==> src/rtl/hazard_control_block.sv <==
// rtl/hazard_control_block.sv - pipeline hazard FSM: load-use bubble, jump redirect/flush, halt.
module hazard_control_block #(
    parameter logic [5:0] OP_LOAD = 6'b010100,
    parameter logic [5:0] OP_JMP  = 6'b011000,
    parameter logic [5:0] OP_HLT  = 6'b010001
) (
    input  logic        clk,
    input  logic        reset,
    input  logic [31:0] ins,
    output logic        stall,
    output logic        stall_pm,
    output logic        pc_mux_sel,
    output logic [15:0] jmp_loc,
    output logic        flush,
    output logic        halted,
    output logic [15:0] stall_count
);

    typedef enum logic [2:0] {
        RUN       = 3'd0,
        LD_HOLD   = 3'd1,
        LD_REPLAY = 3'd2,
        JMP_TAKE  = 3'd3,
        JMP_FLUSH = 3'd4,
        HALT      = 3'd5
    } state_t;

    state_t      state;
    state_t      state_next;
    logic [4:0]  out_next;
    logic [5:0]  opcode;
    logic        unused_ins;

    assign opcode     = ins[31:26];
    assign unused_ins = ^ins[25:16];

    always_comb begin
        state_next = state;
        case (state)
            RUN: begin
                if (opcode == OP_HLT)
                    state_next = HALT;
                else if (opcode == OP_JMP)
                    state_next = JMP_TAKE;
                else if (opcode == OP_LOAD)
                    state_next = LD_HOLD;
                else
                    state_next = RUN;
            end
            LD_HOLD:   state_next = LD_REPLAY;
            LD_REPLAY: state_next = RUN;
            JMP_TAKE:  state_next = JMP_FLUSH;
            JMP_FLUSH: state_next = RUN;
            HALT:      state_next = HALT;
            default:   state_next = RUN;
        endcase
    end

    // Outputs are decoded from the next state and registered, so they
    // change only on a clock edge and never see ins combinationally.
    always_comb begin
        out_next = 5'b00000;
        case (state_next)
            LD_HOLD:   out_next = 5'b10000;
            LD_REPLAY: out_next = 5'b01000;
            JMP_TAKE:  out_next = 5'b00100;
            JMP_FLUSH: out_next = 5'b00010;
            HALT:      out_next = 5'b11001;
            default:   out_next = 5'b00000;
        endcase
    end

    always_ff @(posedge clk) begin
        if (reset) begin
            state      <= RUN;
            stall      <= 1'b0;
            stall_pm   <= 1'b0;
            pc_mux_sel <= 1'b0;
            flush      <= 1'b0;
            halted     <= 1'b0;
        end else begin
            state <= state_next;
            {stall, stall_pm, pc_mux_sel, flush, halted} <= out_next;
        end
    end

    always_ff @(posedge clk) begin
        if (reset)
            jmp_loc <= 16'h0000;
        else if (state == RUN && opcode != OP_HLT && opcode == OP_JMP)
            jmp_loc <= ins[15:0];
    end

    // Counts edges at which the registered stall is high; saturates.
    always_ff @(posedge clk) begin
        if (reset)
            stall_count <= 16'h0000;
        else if (stall && stall_count != 16'hFFFF)
            stall_count <= stall_count + 16'h0001;
    end

endmodule

==> config.mk <==
export PLATFORM = sky130hd
export DESIGN_NAME = hazard_control_block
export DESIGN_NICKNAME = d
export VERILOG_FILES = /design/src/rtl/hazard_control_block.sv
export SDC_FILE = /design/constraint.sdc
export NUM_CORES = 1
export LEC_CHECK = 0
export BUFFER_PORTS_ARGS = -buffer_cell sky130_fd_sc_hd__clkbuf_2
export CAP_MARGIN = 20
export CELL_PAD_IN_SITES_DETAIL_PLACEMENT = 2
export CELL_PAD_IN_SITES_GLOBAL_PLACEMENT = 2
export CORE_ASPECT_RATIO = 0.7
export CORE_MARGIN = 2
export CORE_UTILIZATION = 27
export CTS_CLUSTER_SIZE = 8
export DETAILED_ROUTE_END_ITERATION = 10
export GPL_TIMING_DRIVEN = 0
export PLACE_DENSITY = 0.73
export SYNTH_ARGS = -nofsm -noshare
export SYNTH_HDL_FRONTEND = slang
export SYNTH_SLANG_ARGS = --single-unit
export TNS_END_PERCENT = 5
==> constraint.sdc <==
create_clock -name clk -period 2.39 [get_ports clk]
set_clock_uncertainty 0.15 [all_clocks]
set_input_delay 0.478 -clock clk [delete_from_list [all_inputs] [get_ports clk]]
set_output_delay 0.478 -clock clk [all_outputs]
set_load 0.03 [all_outputs]
==> flow_metrics.tcl <==
set metrics [dict create \
    syn_inst 181 \
    areaGrowthSynthToFinish_pct 29.1 \
    final_cell_mix "clkbuf_2 (60), dfxtp_1 (40), nor2_1 (35), mux2i_1 (21), nor3_1 (10)" \
    port_buffers 60 \
    yosysWarnings 0 \
    dp.cells 319 \
    die_area_um2 7190 \
    clkSinkCount 40 \
    worstPathRequired_ps 2430 \
    cp_slowest_cell "nor4_4" \
    cts_resized 0 \
    clk_pin_slew_ps 90 \
    remaining_drc_errors 0 \
    path_cells "ha_1, nand4_1, nor4_4, nor3b_1, mux2_1" \
    cts_tree "built" \
    diodes 0 \
    max-slew-margin-rel 0.626 \
    ant_nets 0 \
    slowest_delay_ps 430 \
    synth.avg_cell_area_um2 9.73 \
    dieWidth_um 101 \
    worstPathMaxFanout 5 \
    cts_hold_buf 0 \
    vias_per_cell 4.77 \
    first_global_vias 1616 \
    yosysTopAreaCellShare 0.455 \
    critPathLaunchType "flip-flop" \
    grt_pass1_wl_um 8300 \
    yosysUniqueCellTypes 38 \
    hold_class "in -> reg" \
    antenna_found_initial 0 \
    finalPower_mw 1.32 \
    num_rows 24 \
    post-route-period-util 0.894 \
    tns_ps 0 \
    rsz0062_at_grt "false" \
    clk_latency_ps 300 \
    worst_pin_slew_ps 561 \
    criticalPathCategory "reg -> reg" \
    syn_nets 216 \
    cellLeakagePower_nw 1.08 \
    dpl_cell_area_um2 2160 \
    drive_gt1_frac 0.345 \
    drt_iter0_drc 28 \
    cts_buffers 5 \
    outcome "finished clean" \
    syn_area_um2 1760 \
    post-cts-setup-buffers 0 \
    cts-root-buf "clkbuf_8" \
    dpl_worst_slack_ps 169 \
    coreArea_um2 6280 \
    irDropWorstVdd_uv 309 \
    gp_routability_congestion 0.698 \
    grt.total_usage 0.149 \
    dp_hpwl_um 3760 \
    wl_per_cell_um 15.0 \
    synth_edf_count 0 \
    fmax_ghz 0.468 \
    grt_max_degree 15 \
    layout.nets 283 \
    async_reset_ff_frac 0 \
    num_vias 1560 \
    final_cells 327 \
    synthFlopType "dfxtp_1" \
    ys_seq_elements 40 \
    timing.final.ws_setup_ps 253 \
    dr.pass1.iters 2 \
    final_common_cell "clkbuf_2" \
    die_h_um 71.6 \
    synth_area_leader_cell "dfxtp_1" \
    start_util 0.281 \
    timing.final.crit_period_ps 2140 \
    critPathCaptureType "flip-flop" \
    setup_violations 0 \
    ys_seq_area_frac 0.455 \
    fin_area_um2 2270 \
    grt_overflow 0 \
    maxSlewViolCount 0 \
    routed_wl_um 4900 \
    cts_buffer_depth 2 \
    io-pin-count 71 \
    cts_max_level 2 \
    synth_area_leaders "dfxtp_1 (45%), mux2i_1 (12%), nor2_1 (7.5%), nor3_1 (2.8%), nor4_4 (2.4%)" \
    drv_cap 0 \
    power_density_nw_per_um2 580 \
    worst_ep_arrival_time_ps 2180 \
    hold_violations 0 \
]
cell families (layout without fill, tap and decap cells):
kind of cell | after synthesis | after routing | synth area share
AOI/OAI and AO/OA | 17 | 17 | 0.0725
xor gates and xnor gates | 3 | 3 | 0.0149
adders and majority gates | 1 | 1 | 0.00711
buffers and inverters | 7 | 75 | 0.0227
DFF | 40 | 40 | 0.455
muxes | 25 | 25 | 0.145
and+or+nand+nor | 88 | 88 | 0.283
cell usage after synthesis (3+ instances only):
master,number
clkbuf_1,3
mux2i_1,21
nor2b_1,6
a211oi_1,4
mux2_2,3
a21oi_1,3
nor3_1,10
nand3_1,6
nand4_1,6
nor2_1,35
nor4_1,4
o21ai_0,3
nand2_1,8
dfxtp_1,40
through the flow:
step                      hold slack (ps)   util
after detailed placement              338  0.344
after floorplan                       318      -
after CTS                             242  0.362
after global routing                  266  0.362
after global placement                323  0.344
final                                 252  0.362
metal layers:
metal  vias up  GRT usage  wire, µm
li1        784          -         -
met2        46      0.211      2020
met3         2     0.0790       459
met4         0     0.0320        24
met1       728      0.201      2400
met5         -          0         0
path summary, 6_finish.rpt:
path | start | end | slack, ps | depth (start not counted)
max | stall_count[0] | stall_count[3] | 250 | 5
min | ins[11] | jmp_loc[11] | 250 | 3
max reg2reg | stall_count[0] | stall_count[3] | 250 | 5
min reg2reg | jmp_loc[9] | jmp_loc[9] | 350 | 2
power breakdown:
group,total [mW],switching [mW],internal [mW]
sequential,0.672,0.00273,0.669
combinational,0.0667,0.0381,0.0286
clock,0.581,0.266,0.315
total,1.32,0.307,1.01
critical path, delay by kind of cell, from the launching register on:
kind	cells	cell delay (ps)
and+or+nand+nor	3	840
muxes	1	310
DFF	1	410
adders and majority gates	1	300
registers in the layout, summed over array words and instances, names as in the netlist:
name,cells
state,3
halted,1
jmp_loc,16
flush,1
stall_pm,1
stall_count,16
stall,1
pc_mux_sel,1
area by class of cell:
cell class / instances / area [µm²]
Tap cell: 78 / 97.6
Timing Repair Buffer: 60 / 300
Fill cell: 707 / 4000
Buffer: 5 / 32.5
Clock inverter: 3 / 46.3
Sequential cell: 40 / 801
Multi-Input combinational cell: 134 / 920
Inverter: 2 / 7.51
Clock buffer: 5 / 68.8
No activity file was read; power rests on OpenSTA's default activity.
